### config.mk
export PLATFORM = sky130hd
export DESIGN_NAME = mathbox_ctrl
export DESIGN_NICKNAME = d
export VERILOG_FILES = /design/src/rtl/mathbox_pkg.sv /design/src/rtl/mathbox_rd_port.sv /design/src/rtl/mathbox_ctrl.sv
export SDC_FILE = /design/constraint.sdc
export NUM_CORES = 1
export LEC_CHECK = 0
export BUFFER_PORTS_ARGS = -buffer_cell sky130_fd_sc_hd__buf_2
export CAP_MARGIN = 20
export CORE_MARGIN = 1
export CORE_UTILIZATION = 43
export CTS_CLUSTER_SIZE = 30
export DETAILED_ROUTE_END_ITERATION = 8
export PLACE_DENSITY = 0.74
export SYNTH_ARGS = -nofsm -noshare
export SYNTH_HDL_FRONTEND = slang
export SYNTH_SLANG_ARGS = --single-unit
export TNS_END_PERCENT = 1
### constraint.sdc
create_clock -name CLK -period 1.6 [get_ports CLK]
set_input_delay 0.32 -clock CLK [delete_from_list [all_inputs] [get_ports CLK]]
set_output_delay 0.32 -clock CLK [all_outputs]
set_load 0.02 [all_outputs]
### src/rtl/mathbox_pkg.sv
// mathbox_pkg
//   Shared definitions for the mathbox sequencer: the controller state
//   encoding, the default run-length limit and the PC / EDB bus widths.
package mathbox_pkg;

  localparam int PC_W            = 8;
  localparam int EDB_W           = 8;
  localparam int MAX_RUN_DEFAULT = 255;

  typedef enum logic {
    ST_IDLE = 1'b0,
    ST_RUN  = 1'b1
  } state_t;

endpackage

### src/rtl/mathbox_rd_port.sv
// mathbox_rd_port
//   CPU read port of the mathbox. A read strobe opens a one-cycle output
//   enable window on the ALU result nibbles (active low). At the close of
//   that window the ALU result byte is captured and a valid pulse issued.
// Ports:
//   clk        system clock
//   srst       synchronous active-high reset
//   rd_lo      accepted low-nibble read strobe (one cycle)
//   rd_hi      accepted high-nibble read strobe (one cycle)
//   alu_edb    result byte returned by the ALU datapath
//   ylo, yhi   active-low nibble output enables (registered)
//   cpu_dout   captured result byte
//   dout_valid one-cycle pulse marking a new cpu_dout
module mathbox_rd_port
  import mathbox_pkg::*;
(
  input  logic             clk,
  input  logic             srst,
  input  logic             rd_lo,
  input  logic             rd_hi,
  input  logic [EDB_W-1:0] alu_edb,
  output logic             ylo,
  output logic             yhi,
  output logic [EDB_W-1:0] cpu_dout,
  output logic             dout_valid
);

  logic             ylo_reg;
  logic             yhi_reg;
  logic [EDB_W-1:0] cpu_dout_reg;
  logic             dout_valid_reg;
  logic             capture;

  // An enable window is open this cycle; the ALU drives its result now,
  // so the byte is taken on the edge that closes the window.
  assign capture = ~ylo_reg | ~yhi_reg;

  always_ff @(posedge clk) begin
    if (srst) begin
      ylo_reg        <= 1'b1;
      yhi_reg        <= 1'b1;
      cpu_dout_reg   <= '0;
      dout_valid_reg <= 1'b0;
    end else begin
      ylo_reg        <= ~rd_lo;
      yhi_reg        <= ~rd_hi;
      dout_valid_reg <= capture;
      if (capture) begin
        cpu_dout_reg <= alu_edb;
      end
    end
  end

  assign ylo        = ylo_reg;
  assign yhi        = yhi_reg;
  assign cpu_dout   = cpu_dout_reg;
  assign dout_valid = dout_valid_reg;

endmodule

### src/rtl/mathbox_ctrl.sv
// mathbox_ctrl
//   Microprogram sequencer for the mathbox. A CPU write loads the operand
//   byte, fetches a start address and runs microcode until the ROM stop
//   flag is seen or the run-length limit expires. Reads are served by
//   mathbox_rd_port independently of the sequencer.
// Ports:
//   CLK, RST      clock, synchronous active-high reset
//   CPU_A         write-register select (indexes the start-address ROM)
//   CPU_DIN       CPU write data (operand byte)
//   MB_WR         write strobe, starts or restarts a run
//   MB_RD_LO/HI   read strobes for the result nibbles
//   START_PC      microcode start address from the start-address ROM
//   STOP_BIT      microcode stop flag at the current PC
//   ALU_EDB       result byte from the ALU datapath
//   EDB           operand byte to the ALU
//   PC            microcode ROM address
//   ALU_EN        ALU / register-file clock enable
//   YLO, YHI      active-low nibble output enables
//   CPU_DOUT      captured result byte, DOUT_VALID pulses on update
//   BUSY          a microprogram is running
//   TIMEOUT       sticky: last run hit the run-length limit
module mathbox_ctrl
  import mathbox_pkg::*;
#(
  parameter int MAX_RUN = MAX_RUN_DEFAULT
) (
  input  logic             CLK,
  input  logic             RST,
  input  logic [4:0]       CPU_A,
  input  logic [7:0]       CPU_DIN,
  input  logic             MB_WR,
  input  logic             MB_RD_LO,
  input  logic             MB_RD_HI,
  input  logic [PC_W-1:0]  START_PC,
  input  logic             STOP_BIT,
  input  logic [EDB_W-1:0] ALU_EDB,
  output logic [EDB_W-1:0] EDB,
  output logic [PC_W-1:0]  PC,
  output logic             ALU_EN,
  output logic             YLO,
  output logic             YHI,
  output logic [EDB_W-1:0] CPU_DOUT,
  output logic             DOUT_VALID,
  output logic             BUSY,
  output logic             TIMEOUT
);

  localparam int CNT_W = $clog2(MAX_RUN + 1);

  state_t           state_reg, state_next;
  logic [PC_W-1:0]  pc_reg, pc_next;
  logic [EDB_W-1:0] edb_reg, edb_next;
  logic [CNT_W-1:0] run_cnt_reg, run_cnt_next;
  logic [CNT_W-1:0] run_cnt_inc;
  logic             timeout_reg, timeout_next;

  // CPU_A only selects the start-address ROM entry outside this block.
  logic             unused_cpu_a;
  assign unused_cpu_a = ^CPU_A;

  assign run_cnt_inc = run_cnt_reg + 1'b1;

  always_ff @(posedge CLK) begin
    if (RST) begin
      state_reg   <= ST_IDLE;
      pc_reg      <= '0;
      edb_reg     <= '0;
      run_cnt_reg <= '0;
      timeout_reg <= 1'b0;
    end else begin
      state_reg   <= state_next;
      pc_reg      <= pc_next;
      edb_reg     <= edb_next;
      run_cnt_reg <= run_cnt_next;
      timeout_reg <= timeout_next;
    end
  end

  always_comb begin
    state_next   = state_reg;
    pc_next      = pc_reg;
    edb_next     = edb_reg;
    run_cnt_next = run_cnt_reg;
    timeout_next = timeout_reg;

    if (MB_WR) begin
      // A write always (re)starts a run; any stop flag this cycle belongs
      // to the abandoned program and is ignored.
      edb_next     = CPU_DIN;
      pc_next      = START_PC;
      run_cnt_next = '0;
      timeout_next = 1'b0;
      state_next   = ST_RUN;
    end else if (state_reg == ST_RUN) begin
      run_cnt_next = run_cnt_inc;
      if (STOP_BIT) begin
        // Stop instruction executes this cycle; PC stays on it.
        state_next = ST_IDLE;
      end else begin
        // Natural 8-bit wrap from FF to 00.
        pc_next = pc_reg + 1'b1;
        if (run_cnt_inc == CNT_W'(MAX_RUN)) begin
          state_next   = ST_IDLE;
          timeout_next = 1'b1;
        end
      end
    end
  end

  assign EDB     = edb_reg;
  assign PC      = pc_reg;
  assign BUSY    = (state_reg == ST_RUN);
  assign ALU_EN  = (state_reg == ST_RUN);
  assign TIMEOUT = timeout_reg;

  // A coincident write wins: the read strobe is discarded.
  logic rd_lo_acc;
  logic rd_hi_acc;
  assign rd_lo_acc = MB_RD_LO & ~MB_WR;
  assign rd_hi_acc = MB_RD_HI & ~MB_WR;

  mathbox_rd_port u_rd_port (
    .clk        (CLK),
    .srst       (RST),
    .rd_lo      (rd_lo_acc),
    .rd_hi      (rd_hi_acc),
    .alu_edb    (ALU_EDB),
    .ylo        (YLO),
    .yhi        (YHI),
    .cpu_dout   (CPU_DOUT),
    .dout_valid (DOUT_VALID)
  );

endmodule

* Word level (Yosys, flattened, before mapping) *
Cells that the tools add are included.

word-level totals
  output and inout port bits = 30
  bits in registers = 37

operators by class
  add/subtract/negate cells = 2
  equal/unequal tests = 2
  bitwise logic cells = 9
  reductions and logical operators = 4
  multiplexer cells = 7

operator list
  kind                                           number
  2-to-1 mux 8 bit                               3
  adder 8 x 1 -> 8 bit (second input constant)   2
  == test 8 bit (second input constant)          1
  NOT 1 bit                                      6
  2-to-1 mux 1 bit                               4
  AND reduction 3 bit                            1
  AND 1 bit                                      2
  inequality test 2 bit (second input constant)  1
  AND reduction 2 bit                            1
  nonzero test 2 bit                             1
  OR reduction 2 bit                             1
  OR 1 bit                                       1

* Depth between registers and ports, before layout *
  depth after elaboration = 6
  gate-level depth with buffers = 7
  gate-level depth less buffers = 6

* Modules after synthesis *
From an unflattened synthesis, not the netlist that was laid out.

second synthesis, totals
  cell total of the unflattened synthesis = 185
  area total of the unflattened synthesis = 1730.4 um2

by module, submodules not included
  module           cells an instance  sequential area each (um2)  area an instance (um2)  instances
  mathbox_ctrl     142                520.5                       1282.5                  1
  mathbox_rd_port  43                 220.2                       447.9                   1

* Worst setup path before layout *
Ideal clock, no wire load.

  path type = reg-to-reg
  from = register run_cnt_reg[0]
  to = register state_reg, in the netlist ALU_EN
  arrival = 1470 ps
  setup time = 130 ps
  setup slack = 0 ps
  path buffers = 0
  stages on the path, launching flop included = 7
  clock period less this slack = 1600 ps
  cells stage by stage = dfxtp_1 ha_1 and3_1 and3b_1 o21ai_1 a221oi_2 o22ai_1

on the way
  word-level cells in the longest chain between the ends = 6

RTL lines
  item                    line                 RTL
  start, declared         mathbox_ctrl.sv:53   logic [CNT_W-1:0] run_cnt_reg, run_cnt_next;
  start signal, assigned  mathbox_ctrl.sv:74   run_cnt_reg <= run_cnt_next;
  adder 8 x 1 -> 8 bit    mathbox_ctrl.sv:61   assign run_cnt_inc = run_cnt_reg + 1'b1;
  == test 8 bit           mathbox_ctrl.sv:102  if (run_cnt_inc == CNT_W'(MAX_RUN)) begin
  2-to-1 mux 1 bit        mathbox_ctrl.sv:102
  2-to-1 mux 1 bit        mathbox_ctrl.sv:96   if (STOP_BIT) begin
  2-to-1 mux 1 bit        mathbox_ctrl.sv:94   end else if (state_reg == ST_RUN) begin
  2-to-1 mux 1 bit        mathbox_ctrl.sv:86   if (MB_WR) begin
  end signal, assigned    mathbox_ctrl.sv:71   state_reg <= state_next;
  end, declared           mathbox_ctrl.sv:50   state_t state_reg, state_next;

No other way between the ends.
A chain may end at the register's enable or synchronous reset.

* Worst setup path after layout *
  from = register run_cnt_reg[1]
  to = register state_reg, in the netlist ALU_EN

The elaborated chain is that of the path after synthesis.

==> impl_table.tex <==
\begin{tabular}{lr}
\hline
Metric & Value \\
\hline
\multicolumn{2}{l}{\textbf{Run status}} \\
Result of the run & completed \\
\multicolumn{2}{l}{\textbf{Global route}} \\
Largest net degree at the start of global routing & 26 \\
Initial antenna violation count & 0 \\
Number of global-route vias before repair & between 1000 and 1500 \\
First-pass GRT wire length & approximately 5400 um \\
Total GRT Usage & between 10\% and 20\% \\
Leftover overflow at the end of global routing & 0 \\
\multicolumn{2}{l}{\textbf{CTS}} \\
Clock Sinks & 37 \\
Clk slew on worst S/H paths & 0.07 ns \\
Number of hold buffers added after CTS & 0 \\
Clock tree root driver cell & clkbuf\_8 \\
Number of buffers created by CTS & 5 \\
Number of post-CTS setup repair buffers & 0 \\
Clock tree from TritonCTS & built \\
Maximum clock path buffer count & 2 \\
Total number of H-tree levels & 2 \\
Source-to-sink clock delay at the later pin of the worst-skew pair & between 0.2 and 0.3 ns \\
\multicolumn{2}{l}{\textbf{Finish}} \\
Net total in the final layout & 286 \\
Diodes inserted & 0 \\
Layout cells sized above 1 & between 30\% and 40\% \\
Design area & 0.00213 mm2 \\
Area added between synthesis and finish & 31.1\% \\
\multicolumn{2}{l}{\textbf{Routing}} \\
Count of nets left with antenna violations after detail routing & 0 \\
Vias after detailed routing & around 1400 \\
WL final & approximately 3300 um \\
DR iter-0 viols & 52 \\
Post-route DRC & 0 \\
Routed length per placed instance & 11.2 um \\
Vias per cell & a little under 5 \\
Pre-Repair DR Iteration Count & 3 \\
\multicolumn{2}{l}{\textbf{Pwr}} \\
Worst IR Drop VDD & 725 uV \\
Internal power of the cells & 1420 uW \\
Flop pwr share & $\sim$52\% \\
Net switching power & 489 uW \\
Gate power share & around 14\% \\
Switching Fraction & about 26\% \\
Leak pwr & between 0.0009 and 0.001 uW \\
Part of the power in the clock network & 33.8\% \\
Power per cell area & 898 mW/mm2 \\
\multicolumn{2}{l}{\textbf{Synthesis}} \\
Synth area leader & dfxtp\_1 \\
Part of the Yosys area used for sequential elements & between 40\% and 50\% \\
Leading cell types by total area after synthesis & dfxtp\_1, mux2i\_1, nor2\_1 \\
Number of register bits inferred by synthesis & 37 \\
Post-synth EDFFs & 0 \\
Synth async-reset ratio & 0\% \\
Top cell types by occurrence after synthesis & dfxtp\_1, nor2\_1, nand2\_1 \\
Yosys top cell area share & 45.7\% \\
Syn Area/Cell & between 8 and 9 um2 \\
Post-synthesis net count & between 200 and 250 \\
Area of the mapped netlist & $\sim$0.0016 mm2 \\
Gate count after technology mapping & $\sim$180 \\
Library cell with the highest instance count after synthesis & dfxtp\_1 \\
Cell variety after synth & 38 \\
Yosys warning total & 0 \\
Main flop type after synthesis & dfxtp\_1 \\
\multicolumn{2}{l}{\textbf{Floorplanning}} \\
Number of top-level design ports & 65 \\
Die Span Y & about 63 um \\
Die footprint & approximately 0.0040 mm2 \\
Initial cell density of the core & between 40\% and 50\% \\
Std-Cell Core Area & approximately 0.0035 mm2 \\
Cell row count & 21 \\
Die span in x & about 63 um \\
\multicolumn{2}{l}{\textbf{Placement}} \\
Routability cong. & roughly 0.80 \\
Worst slack, placed & about 0.034 ns \\
Hpwl dp & 2440 um \\
PortBufs & a little under 60 \\
Placed cell areas & about 0.0020 mm2 \\
\multicolumn{2}{l}{\textbf{Setup path}} \\
Required time of the critical path & approximately 1.8 ns \\
Category of the worst setup path capture point & register \\
Library cell contributing the largest single delay on the critical path & dfxtp\_2 \\
Signal arrival time at the worst endpoint & $\sim$1.7 ns \\
Maximum net fanout on the critical path & 5 \\
Crit-path max cell delay & 0.36 ns \\
Worst setup SP type & register \\
Critical path class & reg2reg \\
Cell-by-cell trace of the critical path & ha\_4 > and3\_1 > and3b\_1 > o21ai\_1 > a221oi\_2 > o22ai\_1 \\
\multicolumn{2}{l}{\textbf{Timing}} \\
Unrepaired setup endpoints after global routing & false \\
Rel. slew slack & about 77\% \\
Final count of pins violating max slew & 0 \\
Final hold viol count & 0 \\
Worst path setup slack after routing & roughly 0.11 ns \\
Fin crit share & 93.3\% \\
Post-layout minimum cycle time & around 1.5 ns \\
Worst clock skew on the final layout & about 0.002 ns \\
Accumulated negative setup slack & 0 ns \\
Worst-Margin Slew & 0.351 ns \\
Upper clock frequency limit & between 600 and 700 MHz \\
Setup violators final & 0 \\
\multicolumn{2}{l}{\textbf{Min path}} \\
Worst Hold Class & in2reg \\
\multicolumn{2}{l}{\textbf{Flow run}} \\
Number of max-cap violations & 0 \\
\hline
\end{tabular}
critical path, delay by kind of cell (launching register included):
kind / cells / cell delay (ns)
AND/OR/NAND/NOR: 2 / 0.38
AO/OA/AOI/OAI: 3 / 0.44
flip-flops: 1 / 0.36
adder cells (fa/ha/maj): 1 / 0.19
power by group through the flow:
stage	sequential (uW)	combinational (uW)	clock, uW
final	997	266	646
after global routing	1000	291	713
after CTS	995	267	669
after detailed placement	1020	267	0
after global placement	1010	262	0
after floorplan	1060	118	0
layer usage:
metal,GRT usage [%],vias up,share of wire (%)
met3,5.07,4,5.7
li1,-,751,-
met5,0,-,0
met4,6.82,0,1.5
met2,29.1,40,46
met1,19.5,645,47
what timing repair did:
| item | CTS | global route |
|---|---|---|
| endpoints found under the hold margin | 0 | 0 |
| gates resized for setup | 0 | 7 |
| endpoints found under the setup margin | 0 | 2 |
stage by stage:
| stage | hold slack, ns | cells | power [uW] | util, % |
|---|---|---|---|---|
| 6_report | 0.188 | 294 | 1910 | 61.3 |
| 3_3_place_gp | 0.448 | 287 | 1280 | 57.7 |
| 2_1_floorplan | 0.382 | 182 | 1180 | - |
| 5_1_grt | 0.192 | 294 | 2010 | 61.3 |
| 4_1_cts | 0.183 | 294 | 1930 | 60.3 |
| 3_5_place_dp | 0.456 | 287 | 1280 | 57.7 |
kinds of logic after synthesis:
kind of cell,after synthesis,share of synthesized area (%)
simple gates,77,22.8
flops,37,45.7
compound gates,24,9.65
xor+xnor,15,8.10
buf+inv,15,4.71
mux,11,6.79
fa+ha+maj,3,2.32
worst paths after layout:
path,from,end,slack (ns),cells past startpoint
min,MB_RD_LO,u_rd_port.ylo,0.19,2
min reg2reg,u_rd_port.cpu_dout[7],u_rd_port.cpu_dout[7],0.46,2
max,run_cnt_reg[1],ALU_EN,0.11,6
max reg2reg,run_cnt_reg[1],ALU_EN,0.11,6
cell type report:
cell class / instances / area (um2)
clock inverters: 1 / 7.51
multi-input cells: 130 / 835
fillers: 321 / 1340
flip-flops and latches: 37 / 743
well taps: 46 / 57.6
repair buffers: 71 / 389
clock buffers: 6 / 82.6
inverters: 3 / 11.3
layout by cell type (no fill, tap or decap), types with 2 or more instances in the layout:
master    synthesis  routed
buf_2             1      59
dfxtp_1          37      35
nor2_1           27      27
nand2_1          21      20
a21oi_1          14      14
mux2i_1          11      11
buf_4             1      11
nand3_1           9       9
xor2_1            8       8
nand4_1           7       7
xnor2_1           7       7
clkbuf_8          0       6
inv_1             2       2
and3_1            2       2
a211oi_1          2       2
ha_1              3       2
dfxtp_2           0       2
No activity file was read; power rests on OpenSTA's default activity.
